## config.mk

```make
export PLATFORM = sky130hd
export DESIGN_NAME = sdram_block_reader_flat
export DESIGN_NICKNAME = d
export VERILOG_FILES = /design/src/rtl/sdram_block_reader_if.sv /design/src/rtl/sdram_block_reader.sv /design/src/flat_wrapper.sv
export SDC_FILE = /design/constraint.sdc
export NUM_CORES = 1
export LEC_CHECK = 0
export ABC_CLOCK_PERIOD_IN_PS = 5200
export BUFFER_PORTS_ARGS = -buffer_cell sky130_fd_sc_hd__buf_4
export CAP_MARGIN = 30
export CORE_MARGIN = 2
export CORE_UTILIZATION = 45
export DETAILED_ROUTE_END_ITERATION = 16
export PLACE_DENSITY = 0.73
export SLEW_MARGIN = 20
export SYNTH_ARGS = -nofsm -noshare
export SYNTH_HDL_FRONTEND = slang
export SYNTH_SLANG_ARGS = --single-unit
```

## constraint.sdc

```tcl
create_clock -name clk_clk -period 5.2 [get_ports clk_clk]
set_clock_uncertainty 0.05 [all_clocks]
set_input_delay 0.78 -clock clk_clk [delete_from_list [all_inputs] [get_ports clk_clk]]
set_output_delay 0.78 -clock clk_clk [all_outputs]
set_load 0.1 [all_outputs]
```

## src/rtl/sdram_block_reader_if.sv

```systemverilog
// ---------------------------------------------------------------------------
// sdram_block_reader_if
// Bundles the Avalon-MM read-master signals and the outgoing valid/ready
// stream of sdram_block_reader.
//   master : the block reader (drives avm_address/avm_read, st_data/st_valid)
//   slave  : the SDRAM port plus stream sink (drives waitrequest/readdata/
//            readdatavalid and st_ready)
// ---------------------------------------------------------------------------
interface sdram_block_reader_if #(
   parameter int ADDR_W = 32,
   parameter int DATA_W = 64
);
   logic [ADDR_W-1:0] avm_address;
   logic              avm_read;
   logic              avm_waitrequest;
   logic [DATA_W-1:0] avm_readdata;
   logic              avm_readdatavalid;
   logic [DATA_W-1:0] st_data;
   logic              st_valid;
   logic              st_ready;

   modport master (
      output avm_address, avm_read,
      input  avm_waitrequest, avm_readdata, avm_readdatavalid,
      output st_data, st_valid,
      input  st_ready
   );

   modport slave (
      input  avm_address, avm_read,
      output avm_waitrequest, avm_readdata, avm_readdatavalid,
      input  st_data, st_valid,
      output st_ready
   );
endinterface

```

## src/rtl/sdram_block_reader.sv

```systemverilog
// ---------------------------------------------------------------------------
// sdram_block_reader
// Avalon-MM read master that fetches num_words consecutive DATA_W-bit words
// starting at base_addr and returns them, in request order, on a valid/ready
// stream. Outstanding reads plus buffered words never exceed FIFO_DEPTH, so
// the return FIFO cannot overflow.
// Ports:
//   clk_clk, reset_reset_n    : clock, asynchronous active-low reset
//   start/base_addr/num_words : block request, sampled in IDLE only
//   busy                      : block in progress
//   done                      : one-cycle completion pulse
//   bus (master modport)      : avm_* read master and st_* stream source
// ---------------------------------------------------------------------------
module sdram_block_reader #(
   parameter int ADDR_W     = 32,
   parameter int DATA_W     = 64,
   parameter int LEN_W      = 16,
   parameter int FIFO_DEPTH = 16
) (
   input  logic                  clk_clk,
   input  logic                  reset_reset_n,
   input  logic                  start,
   input  logic [ADDR_W-1:0]     base_addr,
   input  logic [LEN_W-1:0]      num_words,
   output logic                  busy,
   output logic                  done,
   sdram_block_reader_if.master  bus
);
   localparam int PW = $clog2(FIFO_DEPTH);
   localparam int CW = PW + 1;
   localparam logic [ADDR_W-1:0] STRIDE = ADDR_W'(DATA_W / 8);

   typedef enum logic [1:0] {ST_IDLE, ST_ISSUE, ST_DRAIN} state_t;

   state_t            r_state, w_state_nxt;
   logic              r_done, w_done_nxt;
   logic [ADDR_W-1:0] r_addr;
   logic [LEN_W-1:0]  r_len, r_issued, r_delivered;
   logic [CW-1:0]     r_pending;
   logic [DATA_W-1:0] r_mem [FIFO_DEPTH];
   logic [PW-1:0]     r_wptr, r_rptr;
   logic [CW-1:0]     r_count;

   logic w_accept, w_credit_ok, w_read, w_xfer, w_push, w_pop;
   logic w_last_xfer, w_last_pop;

   // Credit: every outstanding read already owns a FIFO slot. While a read is
   // stalled, pending+count cannot grow (a push moves one unit from pending to
   // count, a pop only shrinks it), so avm_read is never retracted.
   always_comb begin
      w_credit_ok = ({1'b0, r_pending} + {1'b0, r_count}) < (CW+1)'(FIFO_DEPTH);
      w_read      = (r_state == ST_ISSUE) && (r_issued < r_len) && w_credit_ok;
      w_xfer      = w_read && !bus.avm_waitrequest;
      w_push      = bus.avm_readdatavalid;
      w_pop       = (r_count != '0) && bus.st_ready;
      w_last_xfer = w_xfer && (r_issued == r_len - LEN_W'(1));
      w_last_pop  = w_pop && (r_delivered == r_len - LEN_W'(1));
   end

   always_comb begin
      w_state_nxt = r_state;
      w_done_nxt  = 1'b0;
      w_accept    = 1'b0;
      case (r_state)
         ST_IDLE: begin
            if (start) begin
               if (num_words == '0) begin
                  w_done_nxt = 1'b1;
               end else begin
                  w_accept    = 1'b1;
                  w_state_nxt = ST_ISSUE;
               end
            end
         end
         ST_ISSUE: begin
            if (w_last_xfer) w_state_nxt = ST_DRAIN;
         end
         ST_DRAIN: begin
            if (w_last_pop) begin
               w_state_nxt = ST_IDLE;
               w_done_nxt  = 1'b1;
            end
         end
         default: w_state_nxt = ST_IDLE;
      endcase
   end

   always_ff @(posedge clk_clk or negedge reset_reset_n) begin
      if (!reset_reset_n) begin
         r_state     <= ST_IDLE;
         r_done      <= 1'b0;
         r_addr      <= '0;
         r_len       <= '0;
         r_issued    <= '0;
         r_delivered <= '0;
         r_pending   <= '0;
      end else begin
         r_state   <= w_state_nxt;
         r_done    <= w_done_nxt;
         r_pending <= r_pending + {{(CW-1){1'b0}}, w_xfer} - {{(CW-1){1'b0}}, w_push};
         if (w_accept) begin
            r_addr      <= base_addr;
            r_len       <= num_words;
            r_issued    <= '0;
            r_delivered <= '0;
         end else begin
            if (w_xfer) begin
               r_addr   <= r_addr + STRIDE;
               r_issued <= r_issued + LEN_W'(1);
            end
            if (w_pop) r_delivered <= r_delivered + LEN_W'(1);
         end
      end
   end

   // Return FIFO
   always_ff @(posedge clk_clk or negedge reset_reset_n) begin
      if (!reset_reset_n) begin
         r_wptr  <= '0;
         r_rptr  <= '0;
         r_count <= '0;
      end else begin
         if (w_push) r_wptr <= r_wptr + PW'(1);
         if (w_pop)  r_rptr <= r_rptr + PW'(1);
         case ({w_push, w_pop})
            2'b10:   r_count <= r_count + CW'(1);
            2'b01:   r_count <= r_count - CW'(1);
            default: r_count <= r_count;
         endcase
      end
   end

   always_ff @(posedge clk_clk) begin
      if (w_push) r_mem[r_wptr] <= bus.avm_readdata;
   end

   a_no_overflow : assert property (@(posedge clk_clk) disable iff (!reset_reset_n)
      !(w_push && !w_pop && (r_count == CW'(FIFO_DEPTH))))
      else $error("sdram_block_reader: push into full return FIFO");

   assign busy            = (r_state != ST_IDLE);
   assign done            = r_done;
   assign bus.avm_address = r_addr;
   assign bus.avm_read    = w_read;
   assign bus.st_data     = r_mem[r_rptr];
   assign bus.st_valid    = (r_count != '0);

endmodule

```

## src/flat_wrapper.sv

```systemverilog
// flat-port wrapper written by rule: the top's interface ports become plain ports
module sdram_block_reader_flat 
#(
   parameter int ADDR_W     = 32,
   parameter int DATA_W     = 64,
   parameter int LEN_W      = 16,
   parameter int FIFO_DEPTH = 16
)
  (clk_clk, reset_reset_n, start, base_addr, num_words, busy, done, bus_avm_address, bus_avm_read, bus_avm_waitrequest, bus_avm_readdata, bus_avm_readdatavalid, bus_st_data, bus_st_valid, bus_st_ready);
  sdram_block_reader_if #(.ADDR_W(ADDR_W), .DATA_W(DATA_W)) bus_i ();
  input  logic clk_clk;
  input  logic reset_reset_n;
  input  logic start;
  input  logic [ADDR_W-1:0] base_addr;
  input  logic [LEN_W-1:0] num_words;
  output logic busy;
  output logic done;
  output wire logic [$bits(bus_i.avm_address)-1:0] bus_avm_address;
  output wire logic [$bits(bus_i.avm_read)-1:0] bus_avm_read;
  input wire logic [$bits(bus_i.avm_waitrequest)-1:0] bus_avm_waitrequest;
  input wire logic [$bits(bus_i.avm_readdata)-1:0] bus_avm_readdata;
  input wire logic [$bits(bus_i.avm_readdatavalid)-1:0] bus_avm_readdatavalid;
  output wire logic [$bits(bus_i.st_data)-1:0] bus_st_data;
  output wire logic [$bits(bus_i.st_valid)-1:0] bus_st_valid;
  input wire logic [$bits(bus_i.st_ready)-1:0] bus_st_ready;
  assign bus_avm_address = bus_i.avm_address;
  assign bus_avm_read = bus_i.avm_read;
  assign bus_i.avm_waitrequest = bus_avm_waitrequest;
  assign bus_i.avm_readdata = bus_avm_readdata;
  assign bus_i.avm_readdatavalid = bus_avm_readdatavalid;
  assign bus_st_data = bus_i.st_data;
  assign bus_st_valid = bus_i.st_valid;
  assign bus_i.st_ready = bus_st_ready;
  sdram_block_reader #(.ADDR_W(ADDR_W), .DATA_W(DATA_W), .LEN_W(LEN_W), .FIFO_DEPTH(FIFO_DEPTH)) u_core (.clk_clk(clk_clk), .reset_reset_n(reset_reset_n), .start(start), .base_addr(base_addr), .num_words(num_words), .busy(busy), .done(done), .bus(bus_i));
endmodule
```

==> reports/metrics.cfg, run 1 <==
[status]
outcome = completed

[detailed_routing]
vias = 22500
vias_per_cell = 5.89
drtIter0Drc = 2309
antenna_left = 0
post-route-drc-count = 0
wire_per_inst_um = 27.0
totalWireLength_um = 103000
firstDrtPassIters = 5

[cts]
ctsResizeCount = 0
clock_path_buffers = 3
cts_root_buffer = clkbuf_16
tritoncts = yes
cts.sinks = 1125
htreeDepth = 3
holdBufCountCts = 0
clk_pin_slew_ns = 0.06
clkLatencyLatePin_ns = 0.70
post-cts-setup-buffers = 0
cts_buffers = 110

[finish]
final_cells = 3821
drive_gt1_share_pct = 31.1
syn2layout_area_growth_pct = 16.5
fillers = 7388
nNetsFinal = 2601

[synthesis]
syn_avg_cell_area_sq_um = 20.8
syn_nets = 2309
synthDistinctLibCells = 53
synth-seq-cells = 1125
ys_warn_count = 0
synthArstFlopShare_pct = 8.98
ys.flop_type = edfxtp_1
syn_inst = 2151
syn-cell-area_sq_mm = 0.0448
synth_edf_count = 1024
ys_seq_area_share_pct = 74.3

[floorplan]
io_pins = 218
die_area_sq_mm = 0.102
die_h_um = 319
num_rows = 115
initial_core_util_pct = 45.5
core-area_sq_mm = 0.0984
die_w_um = 319

[power]
powerDensity_mw_per_mm2 = 635
p_leak_nw = 17.2
vdd_drop_max_mv = 0.759

[global_route]
grt_pass1_vias = 23500
gr-total-overflow = 0
antenna_found_initial = 3
grt_util_all_layers_pct = 20.3
grt_use_met1_pct = 26.4
grt_max_degree = 76
grt_pass1_wl_um = 153000
use_met2_pct = 34.7
use_met3_pct = 4.31
grt_busiest_layer = met2

[sta]
finalSetupTns_ns = 0
hold_violations = 0
fmax_mhz = 231
rsz0062_at_grt = false
slew_viol_final = 0
fin_crit_sh_pct = 83.2
period_minus_slack_ns = 4.33
worstMarginPinSlew_ns = 0.955
setup_viol = 0
slew_headroom_pct = 36.3

[place]
dp.cells = 3617
gp_congestion = 0.894
port_buffers = 217
hpwl_um = 57500

[job]
max-cap-violations = 0

[setup_path]
required_ns = 4.37
end_kind = output port
worst-path-max-fanout = 75
cp-start-kind = register
path_class = reg -> out
arrival_ns = 3.50

[min_path]
min_path_type = in -> async

[logic make-up (layout without fill, tap and decap cells)]
kind of cell / after synthesis / count (layout) / share of synthesized area (%)
other: 0 / 3 / 0
XOR/XNOR: 93 / 93 / 2.00
multiplexers: 326 / 326 / 16.2
AO/OA/AOI/OAI: 111 / 111 / 1.60
adder cells (fa/ha/maj): 40 / 40 / 1.15
AND/OR/NAND/NOR: 312 / 312 / 3.44
flip-flops: 1125 / 1125 / 74.3
buffers and inverters: 144 / 524 / 1.21
[layout by cell type (no fill, tap or decap), drive strengths merged, types with 3 or more instances in the layout]
cell type and count:
a31oi 3, clkinv 47, and3 7, ha 38
nor2 58, bufinv 10, nor3b 3, nand2 100
clkbuf 133, nand3 25, diode 3, nand4 25
a211oi 6, or4 19, clkinvlp 5, o21ai 45
mux2i 5, nand2b 10, a21oi 18, mux4 320
xor2 27, nor4 18, o21a 7, edfxtp 1024
dfrtp 101, and4 6, buf 282, nor3 32
o211ai 11, o31ai 3, xnor2 60, xnor3 6
inv 47, a21o 4
[cell usage after synthesis (27+ instances only)]
master	number	area (sq um)
inv_1	42	158
xor2_1	27	236
nor3_1	32	160
edfxtp_1	1024	30700
buf_1	27	101
nor2_1	58	218
dfrtp_1	101	2530
mux4_2	320	7210
xnor2_1	60	526
ha_1	38	475
o21ai_0	45	225
clkbuf_1	73	274
nand2_1	100	375
[routing by layer]
metal / wire length [um] / vias to the layer above / share of wire (%)
li1: - / 9480 / -
met1: 40700 / 12000 / 39
met2: 52800 / 897 / 51
met3: 7530 / 170 / 7.3
met4: 2290 / 2 / 2.2
met5: 10 / - / 0.0097
[power by group]
group	leakage (nW)	internal (W)	switching [W]	total, W
combinational	4.99	0.00452	0.00889	0.0134
sequential	10.5	0.0110	0.000918	0.0119
clock	1.72	0.00445	0.00334	0.00778
total	17.2	0.0200	0.0131	0.0331
[state kept, by name, indices dropped and copies added (netlist names)]
signal and cells:
u_core.r_state 2, u_core.bus.avm_address 32, u_core.done 1, u_core.r_wptr 4, u_core.r_mem 1024, u_core.r_issued 16
u_core.r_len 16, u_core.r_count 5, u_core.r_pending 5, u_core.r_delivered 16, u_core.r_rptr 4
[metrics by stage]
stage / hold WS (ns) / total power [W] / util (%) / instance area, sq um / setup slack, ns
global route: 0.169 / 0.0343 / 53.0 / 52100 / 0.690
detailed placement: 0.425 / 0.0256 / 49.3 / 48600 / 1.41
global placement: 0.417 / 0.0253 / 49.2 / 48400 / 1.55
finish: 0.120 / 0.0331 / 53.0 / 52100 / 0.872
CTS: 0.103 / 0.0334 / 52.9 / 52100 / 0.749
floorplan: 0.414 / 0.0223 / - / 44800 / 0.701
[final timing paths]
kind,from,endpoint,slack (ns),cells after the start
max in group asynchronous,reset_reset_n,u_core.r_issued[0],3.85,2
min reg2reg,u_core.bus.avm_address[1],u_core.bus.avm_address[1],0.44,2
min,reset_reset_n,u_core.r_len[10],0.12,1
max reg2reg,u_core.r_len[13],u_core.r_issued[15],1.36,9
max,u_core.r_rptr[0],bus_st_data[43],0.87,4
min in group clk_clk,base_addr[1],u_core.bus.avm_address[1],0.22,3
[layout make-up]
cell class / count / area (sq um) / area share (%)
flip-flops and latches: 1125 / 33300 / 63.9
multi-input cells: 882 / 11100 / 21.2
clock buffers: 133 / 2880 / 5.53
repair buffers: 282 / 2450 / 4.71
well taps: 1287 / 1610 / 3.09
clock inverters: 67 / 659 / 1.26
inverters: 42 / 158 / 0.302
diodes: 3 / 7.51 / 0.0144
[worst max-delay path: stages (launching register included)]
cell,delay [ns]
dfrtp_4,0.76
buf_12,0.52
mux4_2,0.62
mux4_2,0.52
buf_4,0.26
Power figures use the tool's default switching activity.
==> run 2, diff against run 1 <==
Settings changed: ABC_CLOCK_PERIOD_IN_PS 5200 to 3600.
Clock period 5.2 ns to 3.6 ns, I/O delays scaled along.
==> run 2 against run 1 <==
  * Utilization grew 1.0 points
  * Global-route usage grew 0.36 points
  * Power is 49% higher
  * Sequential power grew 40%
  * Clock power is 48% higher
  * Die area stayed put
  * Flip-flop and latch count did not move
  * Register-to-register slack got worse by 1.1 ns
  * Worst setup slack worse by 0.81 ns
  * Final area increased by 2.0%
  * Sequential share of layout area decreased by 1.2 points
  * Critical path depth increased by 1
  * Critical endpoint is now bus_st_data[63]
  * Largest cell class unchanged
  * Highest routed layer unchanged
==> reports/metrics.cfg, run 2 (synthesis gave the netlist of run 1 again) <==
[finish]
seq_area_sq_mm = 0.0333  ; about the same
drive_gt1_share_pct = 31.8  ; +0.74 points
final_cell_mix = edfxtp_1 (1024), mux4_2 (320), buf_4 (257)
stdcell_area_sq_mm = 0.0532  ; +2.0%
largest-register = u_core.r_mem
final_common_cell = edfxtp_1
fillers = 7371  ; -0.23%
multi_input_area_sq_mm = 0.0111  ; +0.12%
final_cells = 3889  ; +1.8%
nNetsFinal = 2668  ; +2.6%
largest_reg_flops = 1024  ; unchanged
syn2layout_area_growth_pct = 18.8
fin_util_pct = 54.0  ; +1.0 points

[sta]
rsz0062_at_grt = true
fmax_mhz = 282
fin_crit_sh_pct = 98.4
slew_headroom_pct = 33.1  ; -3.2 points
period_minus_slack_ns = 3.54
setup_viol = 0  ; unchanged
worstMarginPinSlew_ns = 0.994  ; +0.0392 ns
setup_ws_ns = 0.0574  ; -0.815 ns
slew_viol_final = 0  ; unchanged
hold_violations = 0  ; unchanged
whs_ns = 0.0439  ; -0.0758 ns

[global_route]
grt_pass1_wl_um = 156000  ; +1.6%
antenna_found_initial = 6  ; +3
grt_use_met1_pct = 26.9  ; +0.50 points
use_met3_pct = 4.22  ; -0.083 points
gr-total-overflow = 0  ; unchanged
grt_pass1_vias = 23800  ; +1.5%
use_met2_pct = 35.2  ; +0.51 points
grt_max_degree = 67  ; -12%
grt_util_all_layers_pct = 20.7  ; +0.36 points
grt_busiest_layer = met2

[place]
dp_slack_ns = 0.264  ; -1.14 ns
port_buffers = 217  ; unchanged
placed_cell_area_sq_mm = 0.0487  ; +0.25%
dp.cells = 3635  ; +0.50%
hpwl_um = 57100  ; -0.62%
gp_congestion = 0.898  ; +0.38%

[job]
max-cap-violations = 0  ; unchanged

[setup_path]
arrival_ns = 2.95  ; -0.55 ns
rr_worst_depth = 9  ; unchanged
worst-path-max-fanout = 13  ; -83%
cp-start-kind = register
crit_path_start = u_core.r_rptr[0]
reg2reg_from = u_core.r_len[13]
required_ns = 3.01  ; -1.36 ns
path_class = reg -> out
end_kind = output port

[cts]
clock_path_buffers = 3  ; unchanged
tritoncts = yes
clkLatencyLatePin_ns = 0.70  ; about the same
clk_pin_slew_ns = 0.06  ; about the same
htreeDepth = 3  ; unchanged
cts_buffers = 112  ; +1.8%
cts.sinks = 1125  ; unchanged
cts_root_buffer = clkbuf_16

[power]
powerDensity_mw_per_mm2 = 925  ; +46%
vdd_drop_max_mv = 1.35  ; +78%
p_leak_nw = 17.7  ; +3.0%

[detailed_routing]
antenna_left = 0  ; unchanged
wire_per_inst_um = 27.0  ; -0.12%
vias_per_cell = 5.82  ; -1.3%
post-route-drc-count = 0  ; unchanged
drtIter0Drc = 2247  ; -2.7%
vias = 22600  ; +0.45%
totalWireLength_um = 105000  ; +1.7%
firstDrtPassIters = 5  ; unchanged

[floorplan]
core-area_sq_mm = 0.0984  ; unchanged
initial_core_util_pct = 45.5  ; unchanged
num_rows = 115  ; unchanged
die_h_um = 319  ; unchanged
die_area_sq_mm = 0.102  ; unchanged
die_w_um = 319  ; unchanged
io_pins = 218  ; unchanged

[min_path]
min_path_type = in -> reg
hold_path_depth = 3
min_from = num_words[5]

[status]
outcome = completed

run 2: changes by cell type in the layout (fill, tap and decap cells not counted), moves of 2 or more:
cell and delta:
bufbuf_16 +3, dlygate4sd3_1 +26, clkinv_4 -2, clkinv_1 +7, buf_6 +25, buf_16 +7
bufinv_16 +2, buf_12 +4, clkinvlp_4 -3, diode_2 -2, clkbuf_16 +3
run 2: critical path, cell delays in order (launching register included):
cell and delay (ns):
dfrtp_4 0.49, buf_16 0.19, bufbuf_16 0.34, mux4_2 0.53, mux4_2 0.50, buf_6 0.20
run 2: per-layer routing:
layer / routed length [um] / vias to the layer above
met3: 7490 / 177
met1: 41400 / 11900
li1: - / 9613
met2: 53200 / 921
met5: 64 / -
met4: 2830 / 10
run 2: cell type report:
type / count / area share [%]
well taps: 1287 / 3.03
clock inverters: 70 / 1.30
repair buffers: 347 / 6.33
clock buffers: 135 / 5.55
flip-flops and latches: 1125 / 62.6
inverters: 42 / 0.297
diodes: 1 / 0.00471
multi-input cells: 882 / 20.9
run 2: repair_timing:
| item | 4_1_cts | 5_1_grt |
|---|---|---|
| resized for setup | 29 | 25 |
| endpoints found under the setup margin | 50 | 26 |
| endpoints found under the hold margin | 75 | 0 |
| setup buffers | 8 | 8 |
| cloned | 6 | 0 |
| hold buffers | 26 | 0 |
run 2: path summary, 6_finish.rpt:
check	endpoint	slack (ns)
min in group asynchronous	u_core.done	0.41
setup / recovery	bus_st_data[63]	0.06
setup reg to reg	u_core.r_issued[6]	0.23
hold reg to reg	u_core.bus.avm_address[1]	0.43
max in group asynchronous	u_core.r_issued[12]	2.29
hold / removal	u_core.r_len[5]	0.04
run 2: report_power, final:
part           switching (W)  internal (W)
combinational         0.0135       0.00739
sequential          0.000848        0.0159
clock                0.00481       0.00669
total                 0.0192        0.0300
run 2: stage by stage:
step / power [W] / TNS, ns
finish: 0.0492 / 0
global placement: 0.0369 / 0
detailed placement: 0.0371 / 0
global route: 0.0510 / -0.0197
floorplan: 0.0322 / -591.03
CTS: 0.0494 / -0.0273
==> run 3, diff against run 2 <==
Settings changed: PLACE_DENSITY 0.73 to 0.69.
==> run 3 against run 2 <==
  * Final cell count increased by 0.15%
  * Final area increased by 0.64%
  * Critical path depth increased by 1
  * Worst setup slack got worse by 0.050 ns
  * Sequential power about the same
  * Sequential share of layout area decreased by 0.40 points
  * Combinational power increased by 3%
  * Critical endpoint is now bus_st_data[30]
  * Largest cell class unchanged
==> reports/metrics.cfg, run 3 (synthesis gave the netlist of run 1 again) <==
[setup_path]
crit_buf_inv = 4  ; +1
required_ns = 3.01  ; about the same
rr_worst_depth = 9  ; unchanged
arrival_ns = 3.00  ; +0.05 ns
slowest_stage = mux4_2
critical_path_depth = 6  ; +1
end_kind = output port
cp-start-kind = register
cpPeakStageDelay_ns = 0.55  ; +0.02 ns
path_class = reg -> out
worst-path-max-fanout = 13  ; unchanged
crit_family = multiplexers
path_cells = buf_12, buf_16, buf_16, mux4_2, mux4_2, buf_8

[global_route]
grt_util_all_layers_pct = 20.9  ; +0.19 points
grt_pass1_vias = 23800  ; +0.12%
grt_pass1_wl_um = 157000  ; +0.92%
grt_max_degree = 65  ; -3.0%
gr-total-overflow = 0  ; unchanged
antenna_found_initial = 4  ; -2

[status]
outcome = completed

[min_path]
min_path_type = in -> reg
hold_path_depth = 3  ; unchanged

[detailed_routing]
drtIter0Drc = 2339  ; +4.1%
antenna_left = 0  ; unchanged
vias_per_cell = 5.84  ; +0.40%
firstDrtPassIters = 5  ; unchanged
post-route-drc-count = 0  ; unchanged
totalWireLength_um = 107000  ; +1.9%
vias = 22700  ; +0.55%
wire_per_inst_um = 27.5  ; +1.8%

[sta]
fin_crit_sh_pct = 99.8  ; +1.4 points
whs_ns = 0.0451  ; +0.00129 ns
slew_viol_final = 0  ; unchanged
period_minus_slack_ns = 3.59  ; +0.0501 ns
worstMarginPinSlew_ns = 0.890  ; -0.104 ns
slew_headroom_pct = 40.7  ; +7.6 points
rsz0062_at_grt = true
setup_ws_ns = 0.00734  ; -0.0501 ns
hold_violations = 0  ; unchanged
fmax_mhz = 278  ; -1.4%
setup_viol = 0  ; unchanged

[finish]
final_cell_mix = edfxtp_1 (1024), mux4_2 (320), buf_4 (224)
largest-register = u_core.r_mem
largest_reg_flops = 1024  ; unchanged
final_common_cell = edfxtp_1
nNetsFinal = 2670  ; +0.075%
syn2layout_area_growth_pct = 19.5
final_cells = 3895  ; +0.15%
drive_gt1_share_pct = 32.1  ; +0.27 points

[place]
dp.cells = 3630  ; -0.14%
hpwl_um = 57900  ; +1.4%
dp_slack_ns = 0.319  ; +0.0552 ns
gp_congestion = 0.875  ; -2.5%
port_buffers = 217  ; unchanged

[floorplan]
die_h_um = 319  ; unchanged
num_rows = 115  ; unchanged
die_w_um = 319  ; unchanged
core-area_sq_mm = 0.0984  ; unchanged
initial_core_util_pct = 45.5  ; unchanged
die_area_sq_mm = 0.102  ; unchanged
io_pins = 218  ; unchanged

[power]
p_int_w = 0.0304  ; +1.4%
p_seq_share_pct = 33.8  ; -0.3 points
p_leak_nw = 17.8  ; +0.59%
p_switching_w = 0.0196  ; +2.0%
pwr-share-clk_pct = 23.3  ; about the same
switching_share_pct = 39.2  ; +0.13 points
comb_power_share_pct = 43.0  ; +0.4 points
powerDensity_mw_per_mm2 = 934  ; +0.99%
vdd_drop_max_mv = 0.996  ; -26%

[cts]
clkLatencyLatePin_ns = 0.71  ; about the same
clk_pin_slew_ns = 0.07  ; about the same
htreeDepth = 3  ; unchanged
cts_buffers = 111  ; -0.89%
cts.sinks = 1125  ; unchanged
tritoncts = yes
clock_path_buffers = 3  ; unchanged
cts_root_buffer = clkbuf_16

[job]
max-cap-violations = 0  ; unchanged

-- run 3: changes by cell type in the layout (fill, tap and decap cells not counted), moves of 3 or more --
cell | previous run | this run
buf_6 | 25 | 46
clkinv_4 | 1 | 4
buf_4 | 257 | 224
buf_12 | 24 | 32
buf_8 | 1 | 7
-- run 3: layout make-up --
| type | instances | area [sq um] |
|---|---|---|
| Fill cell | 7438 | 44900 |
| Inverter | 42 | 158 |
| Clock buffer | 133 | 2900 |
| Tap cell | 1287 | 1610 |
| Antenna cell | 1 | 2.50 |
| Clock inverter | 75 | 803 |
| Timing Repair Buffer | 350 | 3650 |
| Multi-Input combinational cell | 882 | 11100 |
| Sequential cell | 1125 | 33300 |
-- run 3: worst register-to-register path, stage by stage, from the launching register on --
cell	delay, ns
dfrtp_1	0.47
inv_1	0.09
ha_1	0.30
a211o_1	0.27
o211ai_1	0.23
or4b_4	0.55
a2111oi_4	0.40
nand3_1	0.34
or4_1	0.50
nand2_1	0.08
-- run 3: through the flow --
step / area (sq um) / total power [W] / utilization [%] / setup TNS [ns]
finish: 53500 / 0.0500 / 54.4 / 0
global route: 53500 / 0.0518 / 54.4 / -0.869
CTS: 53100 / 0.0498 / 54.0 / -0.0787
detailed placement: 48800 / 0.0374 / 49.6 / 0
global placement: 48800 / 0.0371 / 49.6 / 0
floorplan: 44800 / 0.0322 / - / -591.03
-- run 3: worst paths after layout --
path	to	slack (ns)	from
worst min-delay path	u_core.bus.avm_address[5]	0.05	base_addr[5]
min in group asynchronous	u_core.r_len[7]	0.38	reset_reset_n
max in group asynchronous	u_core.r_count[1]	2.32	reset_reset_n
worst max register to register	u_core.r_issued[10]	0.26	u_core.r_len[13]
worst min register to register	u_core.bus.avm_address[1]	0.45	u_core.bus.avm_address[1]
worst max-delay path	bus_st_data[30]	0.007	u_core.r_rptr[0]
-- run 3: timing repair --
item | 4_1_cts | 5_1_grt
pin swaps | 0 | 0
gates resized for setup | 34 | 44
gates cloned | 4 | 8
hold endpoints to repair | 67 | 0
hold buffers | 24 | 0
endpoints found under the setup margin | 58 | 52
buffers inserted | 17 | 2
-- run 3: layer usage --
metal	global-route usage (%)	wire [um]	share of wire [%]	vias up
li1	-	-	-	9629
met1	28.0	43000	40	12100
met2	35.4	54900	51	884
met3	3.90	6870	6.4	156
met4	5.38	2270	2.1	6
met5	0	39	0.036	-
-- run 3: power by group through the flow --
stage	logic, W	clock network (W)	registers (W)
finish	0.0215	0.0116	0.0169
global route	0.0225	0.0123	0.0170
CTS	0.0211	0.0118	0.0169
detailed placement	0.0201	0	0.0172
global placement	0.0199	0	0.0171
floorplan	0.0142	0	0.0180
